## src/rtl/card_turn_controller.sv

```systemverilog
// ============================================================================
// Module  : card_turn_controller
// Purpose : One player turn of the memory card game (pick, pick, compare, hold).
// Revision: 1.0 - initial release
// ============================================================================
`default_nettype none

module card_turn_controller #(
    parameter int NUM_CARDS   = 36,
    parameter int HOLD_CYCLES = 25_000_000,
    parameter int TURN_W      = 10
) (
    input  logic                 i_clock,
    input  logic                 i_reset,
    input  logic                 i_btn_a,
    input  logic [5:0]           i_cursor,
    output logic [5:0]           o_mem_addr,
    input  logic [4:0]           i_mem_rd_data,
    output logic [5:0]           o_card1_idx,
    output logic [5:0]           o_card2_idx,
    output logic [2:0]           o_state_out,
    output logic [NUM_CARDS-1:0] o_matched,
    output logic [4:0]           o_pairs_found,
    output logic [TURN_W-1:0]    o_turns,
    output logic                 o_match_pulse,
    output logic                 o_miss_pulse,
    output logic                 o_hold_active,
    output logic                 o_game_over
);

    localparam int unsigned          c_HOLD_W    = $clog2(HOLD_CYCLES + 1);
    localparam logic [c_HOLD_W-1:0]  c_HOLD_LOAD = c_HOLD_W'(HOLD_CYCLES - 1);
    localparam logic [4:0]           c_ALL_PAIRS = 5'(NUM_CARDS / 2);
    localparam logic [6:0]           c_NUM_CARDS = 7'(NUM_CARDS);

    typedef enum logic [2:0] {
        ST_PICK1 = 3'd0,
        ST_READ1 = 3'd1,
        ST_CAP1  = 3'd2,
        ST_PICK2 = 3'd3,
        ST_READ2 = 3'd4,
        ST_CAP2  = 3'd5,
        ST_HOLD  = 3'd6,
        ST_DONE  = 3'd7
    } state_t;

    state_t                r_state;
    logic                  r_btn_q;
    logic [5:0]            r_mem_addr;
    logic [5:0]            r_card1_idx;
    logic [5:0]            r_card2_idx;
    logic [4:0]            r_face1;
    logic [NUM_CARDS-1:0]  r_matched;
    logic [4:0]            r_pairs;
    logic [TURN_W-1:0]     r_turns;
    logic [c_HOLD_W-1:0]   r_hold_cnt;
    logic                  r_match_pulse;
    logic                  r_miss_pulse;
    logic                  r_hold_active;
    logic                  r_game_over;

    logic                  w_pick;
    logic                  w_free;
    logic                  w_valid1;
    logic                  w_valid2;
    logic [NUM_CARDS-1:0]  w_pair_mask;

    // Cursor values beyond the last slot never match a loop index, so they read as not free.
    always_comb begin
        w_free      = 1'b0;
        w_pair_mask = '0;
        for (int i = 0; i < NUM_CARDS; i++) begin
            if (i_cursor == 6'(i)) begin
                w_free = ~r_matched[i];
            end
            if ((r_card1_idx == 6'(i)) || (r_card2_idx == 6'(i))) begin
                w_pair_mask[i] = 1'b1;
            end
        end
        w_pick   = i_btn_a & ~r_btn_q;
        w_valid1 = w_pick & ({1'b0, i_cursor} < c_NUM_CARDS) & w_free;
        w_valid2 = w_valid1 & (i_cursor != r_card1_idx);
    end

    always_ff @(posedge i_clock) begin
        if (i_reset) begin
            r_state       <= ST_PICK1;
            r_btn_q       <= 1'b1;
            r_mem_addr    <= '0;
            r_card1_idx   <= '0;
            r_card2_idx   <= '0;
            r_face1       <= '0;
            r_matched     <= '0;
            r_pairs       <= '0;
            r_turns       <= '0;
            r_hold_cnt    <= '0;
            r_match_pulse <= 1'b0;
            r_miss_pulse  <= 1'b0;
            r_hold_active <= 1'b0;
            r_game_over   <= 1'b0;
        end else begin
            r_btn_q       <= i_btn_a;
            r_match_pulse <= 1'b0;
            r_miss_pulse  <= 1'b0;
            case (r_state)
                ST_PICK1: begin
                    if (w_valid1) begin
                        r_card1_idx <= i_cursor;
                        r_mem_addr  <= i_cursor;
                        r_state     <= ST_READ1;
                    end
                end
                ST_READ1: r_state <= ST_CAP1;
                ST_CAP1: begin
                    r_face1 <= i_mem_rd_data;
                    r_state <= ST_PICK2;
                end
                ST_PICK2: begin
                    if (w_valid2) begin
                        r_card2_idx <= i_cursor;
                        r_mem_addr  <= i_cursor;
                        r_state     <= ST_READ2;
                    end
                end
                ST_READ2: r_state <= ST_CAP2;
                ST_CAP2: begin
                    if (r_turns != {TURN_W{1'b1}}) begin
                        r_turns <= r_turns + 1'b1;
                    end
                    if (i_mem_rd_data == r_face1) begin
                        r_match_pulse <= 1'b1;
                        r_matched     <= r_matched | w_pair_mask;
                        r_pairs       <= r_pairs + 5'd1;
                    end else begin
                        r_miss_pulse  <= 1'b1;
                    end
                    r_hold_cnt    <= c_HOLD_LOAD;
                    r_hold_active <= 1'b1;
                    r_state       <= ST_HOLD;
                end
                ST_HOLD: begin
                    if (r_hold_cnt == '0) begin
                        r_hold_active <= 1'b0;
                        if (r_pairs == c_ALL_PAIRS) begin
                            r_game_over <= 1'b1;
                            r_state     <= ST_DONE;
                        end else begin
                            r_state     <= ST_PICK1;
                        end
                    end else begin
                        r_hold_cnt <= r_hold_cnt - 1'b1;
                    end
                end
                ST_DONE: r_state <= ST_DONE;
                default: r_state <= ST_PICK1;
            endcase
        end
    end

    assign o_mem_addr    = r_mem_addr;
    assign o_card1_idx   = r_card1_idx;
    assign o_card2_idx   = r_card2_idx;
    assign o_state_out   = r_state;
    assign o_matched     = r_matched;
    assign o_pairs_found = r_pairs;
    assign o_turns       = r_turns;
    assign o_match_pulse = r_match_pulse;
    assign o_miss_pulse  = r_miss_pulse;
    assign o_hold_active = r_hold_active;
    assign o_game_over   = r_game_over;

endmodule

`default_nettype wire

```

## config.mk

```make
export PLATFORM = sky130hd
export DESIGN_NAME = card_turn_controller
export DESIGN_NICKNAME = d
export VERILOG_FILES = /design/src/rtl/card_turn_controller.sv
export SDC_FILE = /design/constraint.sdc
export NUM_CORES = 1
export LEC_CHECK = 0
export CORE_MARGIN = 3
export CORE_UTILIZATION = 54
export CTS_CLUSTER_SIZE = 20
export DETAILED_ROUTE_END_ITERATION = 6
export GPL_TIMING_DRIVEN = 1
export PLACE_DENSITY = 0.81
export SLEW_MARGIN = 20
export SYNTH_ARGS = -nofsm -noshare
export SYNTH_HDL_FRONTEND = slang
export SYNTH_SLANG_ARGS = --single-unit
```

## constraint.sdc

```tcl
create_clock -name i_clock -period 2.73 [get_ports i_clock]
set_input_delay 0.4095 -clock i_clock [delete_from_list [all_inputs] [get_ports i_clock]]
set_output_delay 0.4095 -clock i_clock [all_outputs]
set_load 0.03 [all_outputs]
```

Word-level counts from Yosys, hierarchy flattened
Index checks and enable logic that the tools add are counted.

cells by class
  reduce and logical (&&, ||, !) cells = 53
  equal/unequal tests = 120
  add/sub/neg operators = 3
  bitwise gates (word level) = 43
  muxes and demuxes = 86
  magnitude comparators = 1

operators with widths
  kind                                                count
  == test 6 x 5 -> 1 bit, second input constant       48
  == test 6 x 4 -> 1 bit, second input constant       24
  two-way mux 1 bit                                   75
  == test 6 x 3 -> 1 bit, second input constant       12
  == test 6 bit, second input constant                12
  case mux 25 bit (2 select lines)                    1
  NOT 1 bit                                           38
  == test 6 x 2 -> 1 bit, second input constant       6
  logical OR 1 bit                                    36
  bitwise OR 36 bit                                   1
  logical NOT 25 bit                                  1
  two-way mux 25 bit                                  1
  subtractor 25 x 1 -> 25 bit, second input constant  1
  case mux 3 bit (8 select lines)                     1
  == test 6 x 1 -> 1 bit, second input constant       3
  logical NOT 6 bit                                   3
  == test 3 bit, second input constant                4
  two-way mux 3 bit                                   4
  two-way mux 6 bit                                   2
  case mux 6 bit (2 select lines)                     1
  AND reduction 2 bit                                 6
  adder 10 x 1 -> 10 bit, second input constant       1
  inequality test 10 bit, second input constant       1
  AND reduction 3 bit                                 3
  other kinds (13)                                    21

storage, ports and cells
  bits of input ports = 14
  word-level logic and storage cells = 320
  flip-flop bits (word level) = 107
  output and inout bits = 76

Depth between registers and ports, before layout
Gate-level depths: netlist (run 1).

  depth after elaboration = 41
  depth in mapped cells = 9
  gate-level depth less buffers = 9

Worst setup path before layout (run 1)
No wires, ideal clock.

  path kind = input to register
  start = input port i_cursor[3]
  end = register r_mem_addr[0] (netlist: o_mem_addr[0])
  slack = 373 ps
  arrival time = 2285 ps
  required time = 2658 ps
  buffers on the path = 1
  setup time = 72 ps
  stages on the path = 8
  cell sequence = buf_4 -> or3b_4 -> nand3b_1 -> o21ai_1 -> nor4_1 -> a31o_1 -> a2111oi_4 -> mux2i_1

between the ends
  word-level cells in the longest chain between the ends = 41
  elaborated cells between the ends (all ways) = 80
  those cells by class = order compare: 1; eq/ne: 38; mux: 36; bitwise: 3; reduce/logical: 2

RTL lines
  item                              line  RTL
  from (decl)                       16    input logic [5:0] i_cursor,
  logical NOT 6 bit                 73    if (i_cursor == 6'(i)) begin
  two-way mux 1 bit (36 in series)  73
  AND 1 bit                         81    w_valid1 = w_pick & ({1'b0, i_cursor} < c_NUM_CARDS) & w_free;
  AND 1 bit                         82    w_valid2 = w_valid1 & (i_cursor != r_card1_idx);
  inequality test 2 bit (no line)   n/a
  AND reduction 3 bit (no line) *   n/a
  to (signal assigned)              109   r_mem_addr <= i_cursor;
  to (signal assigned)              121   r_mem_addr <= i_cursor;
  to (decl)                         49    logic [5:0] r_mem_addr;

Every way passes the cells marked *; elsewhere a longest branch is shown, timed or not.
A chain may end at the register's enable or synchronous reset.

Final worst setup path (run 1)
  start = input port i_cursor[0]
  end = register r_mem_addr[2] (netlist: o_mem_addr[2])

Same word-level chain as after synthesis.

==> results of run 1 <==
-- cell type report --
cell class	count	share of cell area [%]
Clock buffer	9	1.85
Clock inverter	7	1.25
Inverter	9	0.504
Multi-Input combinational cell	495	45.3
Sequential cell	107	32.0
Tap cell	129	2.41
Timing Repair Buffer	117	16.7
-- sequential cells by signal (all words and copies together) (netlist names) --
register,flops
o_mem_addr,6
o_turns,10
o_miss_pulse,1
o_match_pulse,1
r_btn_q,1
o_card2_idx,6
r_hold_cnt,25
o_card1_idx,6
o_game_over,1
r_face1,5
o_state_out,3
o_hold_active,1
o_pairs_found,5
o_matched,36
-- worst max-delay path, cell delays in order --
cell and delay, ns:
clkdlybuf4s50_1 0.54, buf_4 0.27, inv_1 0.12, buf_4 0.16
nor4_2 0.28, nor4_2 0.09, a31o_1 0.27, a2111oi_4 0.34
buf_4 0.22, mux2i_1 0.20
-- path summary, 6_finish.rpt --
kind / start / end / slack [ns] / depth (start not counted)
worst max-delay path: i_cursor[0] / o_mem_addr[2] / 0.12 / 10
worst min-delay path: o_mem_addr[0] / o_mem_addr[0] / 0.47 / 2
worst max register to register: r_hold_cnt[8] / r_hold_cnt[10] / 0.27 / 7
worst min register to register: o_mem_addr[0] / o_mem_addr[0] / 0.47 / 2
-- through the flow --
stage          power, µW  setup slack [ns]  TNS, ns  hold WS [ns]
2_1_floorplan       1850             0.373        0         0.461
3_3_place_gp        1950            -0.150    -1.80         0.451
3_5_place_dp        1960            -0.224    -3.38         0.457
4_1_cts             2970             0.130        0         0.473
5_1_grt             3080            0.0204        0         0.489
6_report            2970             0.121        0         0.469
-- where the power goes --
group,total [µW],internal (µW),switching [µW]
combinational,323,136,187
clock,1030,440,592
sequential,1610,1580,32.8
-- Yosys cell counts, types with 4 or more instances --
cell        n  area (µm²)
xnor2_1    18         158
nor2b_1     6        37.5
ha_1        4        50.1
or3_1      20         125
nor4_1      6        37.5
xor2_1     24         210
dfxtp_1   107        2140
nand2b_1   17         106
clkbuf_1   26        97.6
buf_2       6        30.0
a21oi_1    66         330
o21ai_0    15        75.1
mux2_2      4        45.0
nand3b_1    5        37.5
or2_2       7        43.8
nor3_1     16        80.1
nor2_1     83         312
nand4_1     6        37.5
o22ai_1    37         231
inv_1       8        30.0
and3_1      4        25.0
nand2_1    67         251
mux2i_1    23         230
nand3_1    12        60.1
-- layer usage --
metal / vias up / GRT usage, % / share of wire (%)
li1: 2487 / - / -
met1: 2468 / 34.6 / 41
met2: 239 / 47.7 / 49
met3: 35 / 6.49 / 7.6
met4: 0 / 9.16 / 2.6
met5: - / 0 / 0
-- cell usage in the layout, fill, tap and decap left out, types with 6 or more instances in the layout --
cell type / count
xor2_1: 24
or2_2: 7
nor2_1: 83
nand2_1: 67
clkbuf_8: 9
nor3_1: 16
mux2i_1: 23
xnor2_1: 18
buf_4: 26
dfxtp_1: 107
o22ai_1: 37
clkdlybuf4s50_1: 88
nand2b_1: 17
or3_1: 20
nor2b_1: 6
a21oi_1: 66
o21ai_0: 15
nand4_1: 6
inv_1: 8
nand3_1: 12
-- kinds of logic after synthesis --
family          after synthesis  share of synthesized area [%]
flops                       107                           39.9
buf+inv                      46                           3.84
fa+ha+maj                     4                          0.932
mux                          28                           5.54
compound gates              151                           17.8
xor+xnor                     42                           6.85
simple gates                270                           25.2
==> flow_summary.json, run 1 <==
{
  "synth_edf_count": 0,
  "wirelength_mm": 15.6,
  "grt_max_degree": 79,
  "hp-class": "reg2reg",
  "die_w_um": 106,
  "worstPathMaxFanout": 19,
  "ioPinCount": 90,
  "via_per_inst": 5.99,
  "drc_errors": 0,
  "max-vdd-ir-drop_v": 0.000268,
  "fin_util_pct": 70.9,
  "crit_type": "in2reg",
  "core_area_um2": 9460,
  "cts_setup_buffers": 0,
  "clk_path_buf_depth": 2,
  "start_util_pct": 56.8,
  "finalMaxSlewViolations": 0,
  "clkTransAtPathRegs_ns": 0.11,
  "synth_ff_type": "dfxtp_1",
  "synth.avg_cell_area_um2": 8.29,
  "diodes": 0,
  "design_area_um2": 6700,
  "routabilityCongestion": 1.00,
  "outcome": "completed",
  "start_kind": "primary input",
  "ys_seq_elements": 107,
  "die_y_um": 106,
  "avgRoutedWirePerCell_um": 17.9,
  "grt_pass1_wl_mm": 25.5,
  "grt_use_total_pct": 27.9,
  "cts_tree": "done",
  "nets": 757,
  "port_buffers": 89,
  "layout-drive-gt1-share_pct": 10.1,
  "hold_viol_final": 0,
  "detail-route-antenna-nets": 0,
  "cts-root-buf": "clkbuf_8",
  "drt_iter0_drc": 306,
  "cts_resized": 0,
  "relSlewSlack_pct": 45.8,
  "syn_area_um2": 5370,
  "multiInputGateArea_um2": 3040,
  "seq_area_frac_synth_pct": 39.9,
  "cts_buffers": 9,
  "min_period_ns": 2.61,
  "syn_nets": 666,
  "crit_required_ns": 3.03,
  "finalClockSkew_ns": 0.0129,
  "worstPathArrival_ns": 2.91,
  "grt_antenna_before_repair": 0,
  "hold_buffers": 0,
  "dp_hpwl_mm": 11.3,
  "rsz0062_at_grt": "no",
  "ys_warn_count": 0,
  "vias": 5229,
  "drt_pass1_iterations": 5,
  "grt_overflow": 0,
  "ff_latch_area_um2": 2140,
  "worst_pin_slew_ns": 0.813,
  "p_per_area_nw_per_um2": 443,
  "grt_pass1_vias": 5017,
  "synth-async-reset-ratio_pct": 0,
  "fmax_mhz": 383,
  "final_cells": 873,
  "yosysUniqueCellTypes": 63,
  "setup_viol_count_final": 0,
  "place_area_um2": 6490,
  "clock_sinks": 107,
  "fill_cells": 768,
  "htreeDepth": 3,
  "syn_inst": 648,
  "p_leak_uw": 0.00246,
  "insertion_delay_ns": 0.38,
  "maxCapViolCount": 0,
  "end_kind": "flip-flop",
  "num_rows": 35,
  "dp_cells": 857,
  "min_period_over_period_pct": 95.6,
  "dieArea_um2": 11200,
  "area_delta_synth_final_pct": 24.8
}
Note: power is estimated with default switching activity, not from simulation.
==> run 2, diff against run 1 <==
RECOVER_POWER = 50   (was unset)
==> run 2 against run 1 <==
  * The flow now finishes with violations (max-capacitance violations, max-slew violations)
  * Critical path depth unchanged
  * Utilization decreased by 0.15 points
  * Combinational power is 1% lower
  * Final cell count stayed put
  * Hold slack lost 0.0030 ns
  * Via count shrank 0.27%
  * Wire length fell by 0.27%
  * Power is 0.18% lower
  * Sequential share of layout area rose by 0.066 points
  * Fmax is 0.53% higher
  * Sequential power about the same
  * Clock power is essentially flat
  * Critical path type unchanged
==> flow_summary.json, run 2 (synthesized netlist as in run 1, its figures left out) <==
{
  "outcome": "complete, but fails checks",
  "violations": "max-capacitance violations, max-slew violations",
  "insertion_delay_ns": 0.38,
  "grt_pass1_wl_mm": 25.5,
  "busiest_layer": "met2",
  "die_y_um": 106,
  "ff_latch_area_um2": 2140,
  "max_stage_delay_ns": 0.54,
  "rsz0062_at_grt": "no",
  "crit_type": "in2reg",
  "grt_pass1_vias": 5017,
  "rrSetupSlack_ns": 0.26,
  "cts-root-buf": "clkbuf_8",
  "final_cells": 873,
  "setup_slack_ns": 0.135,
  "hp-class": "reg2reg",
  "p_per_area_nw_per_um2": 443,
  "detail-route-antenna-nets": 0,
  "htreeDepth": 3,
  "fmax_mhz": 385,
  "core_area_um2": 9460,
  "final_cell_mix": "107 x dfxtp_1, 83 x nor2_1, 72 x dlygate4sd3_1",
  "clock_sinks": 107,
  "grt_max_degree": 79,
  "die_w_um": 106,
  "fill_cells": 773,
  "drt_iter0_drc": 304,
  "drc_errors": 0,
  "crit_path_top_delay_cell": "clkdlybuf4s50_1",
  "grt_antenna_before_repair": 0,
  "worst_pin_slew_ns": 1.57,
  "grt_use_total_pct": 27.9,
  "worstPathMaxFanout": 19,
  "dp_hpwl_mm": 11.3,
  "post-place-ws_ns": -0.224,
  "cts_tree": "done",
  "cts_buffers": 9,
  "multiInputGateArea_um2": 3030,
  "maxCapViolCount": 1,
  "layout_commonest_cell": "dfxtp_1",
  "layout-drive-gt1-share_pct": 9.54,
  "diodes": 0,
  "grt_overflow": 0,
  "hp-start": "o_mem_addr[0]",
  "crit_required_ns": 3.03,
  "worstPathArrival_ns": 2.90,
  "start_kind": "primary input",
  "grt.met3_usage_pct": 6.49,
  "hold_buffers": 0,
  "nets": 757,
  "dp_cells": 857,
  "ioPinCount": 90,
  "min_period_ns": 2.60,
  "p_leak_uw": 0.00272,
  "hold_viol_final": 0,
  "relSlewSlack_pct": -4.47,
  "max-vdd-ir-drop_v": 0.000265,
  "crit_top_cell": "buf_4",
  "critical_path_buf_inv_count": 5,
  "reg2regPathDepth": 6,
  "vias": 5215,
  "num_rows": 35,
  "min_path_cells": 2,
  "clkTransAtPathRegs_ns": 0.11,
  "dieArea_um2": 11200,
  "end_kind": "flip-flop",
  "via_per_inst": 5.97,
  "power_uw": 2960,
  "finalMaxSlewViolations": 79,
  "wirelength_mm": 15.6,
  "drt_pass1_iterations": 7,
  "grtUsageMet1_pct": 34.6,
  "whs_endpoint": "o_mem_addr[0]",
  "grtUsageMet2_pct": 47.7,
  "area_delta_synth_final_pct": 24.5,
  "r2r-end": "r_hold_cnt[1]",
  "routabilityCongestion": 1.00,
  "min_period_over_period_pct": 95.1,
  "r2r_start": "r_hold_cnt[8]",
  "port_buffers": 89,
  "start_util_pct": 56.8,
  "avgRoutedWirePerCell_um": 17.9,
  "largest_register_ffs": 36,
  "finalClockSkew_ns": 0.0124,
  "clk_path_buf_depth": 2,
  "crit_chain": "clkdlybuf4s50_1 > buf_4 > inv_1 > buf_4 > nor4_2 > nor4_2 > a31o_1 > a2111oi_4 > buf_4 > mux2i_1",
  "cp_top_family": "buffers and inverters",
  "setup_viol_count_final": 0
}
## run 2: repair_timing
action / in CTS / in global routing
endpoints found under the hold margin: 0 / 0
resized for setup: 0 / 1
buffers inserted: 0 / 0
setup endpoints to repair: 0 / 13
## run 2: worst register-to-register path: cells and delay by family (launching register included)
| family | cells | cell delay [ns] |
|---|---|---|
| simple gates | 5 | 1.69 |
| flops | 1 | 0.36 |
| compound gates | 1 | 0.30 |
## run 2: how the worst max path moves through the flow
stage / startpoint / to / slack [ns] / depth (start not counted)
floorplan: i_cursor[3] / o_mem_addr[0] / 0.37 / 8
global placement: i_cursor[0] / o_mem_addr[4] / -0.15 / 10
detailed placement: i_cursor[0] / o_mem_addr[5] / -0.22 / 10
CTS: i_cursor[0] / o_mem_addr[2] / 0.13 / 10
global route: i_cursor[0] / o_mem_addr[2] / 0.02 / 10
finish: i_cursor[0] / o_mem_addr[2] / 0.13 / 10
## run 2: cell type report
type                    count  share of cell area, %
multi-input cells         495                   45.3
flip-flops and latches    107                   32.0
repair buffers            117                   16.6
well taps                 129                   2.41
clock buffers               9                   1.85
clock inverters             7                   1.25
inverters                   9                  0.505
## run 2: stage by stage
step	area (µm²)	utilization [%]	setup TNS, ns	hold WS, ns
final	6690	70.7	0	0.466
after global routing	6690	70.7	0	0.486
after detailed placement	6490	68.6	-3.38	0.457
after CTS	6700	70.8	0	0.473
after global placement	6490	68.6	-1.80	0.451
after floorplan	5370	-	0	0.461
## run 2: layer usage
layer	vias up	share of wire, %
li1	2491	-
met1	2452	42
met4	0	2.7
met3	38	6.6
met2	234	49
met5	-	0
## run 2: power by group
part	switching (µW)	leakage, µW	total [µW]	internal (µW)
sequential	32.8	0.000862	1610	1580
combinational	186	0.00176	319	133
clock	590	0.0000959	1030	440
total	809	0.00272	2960	2150
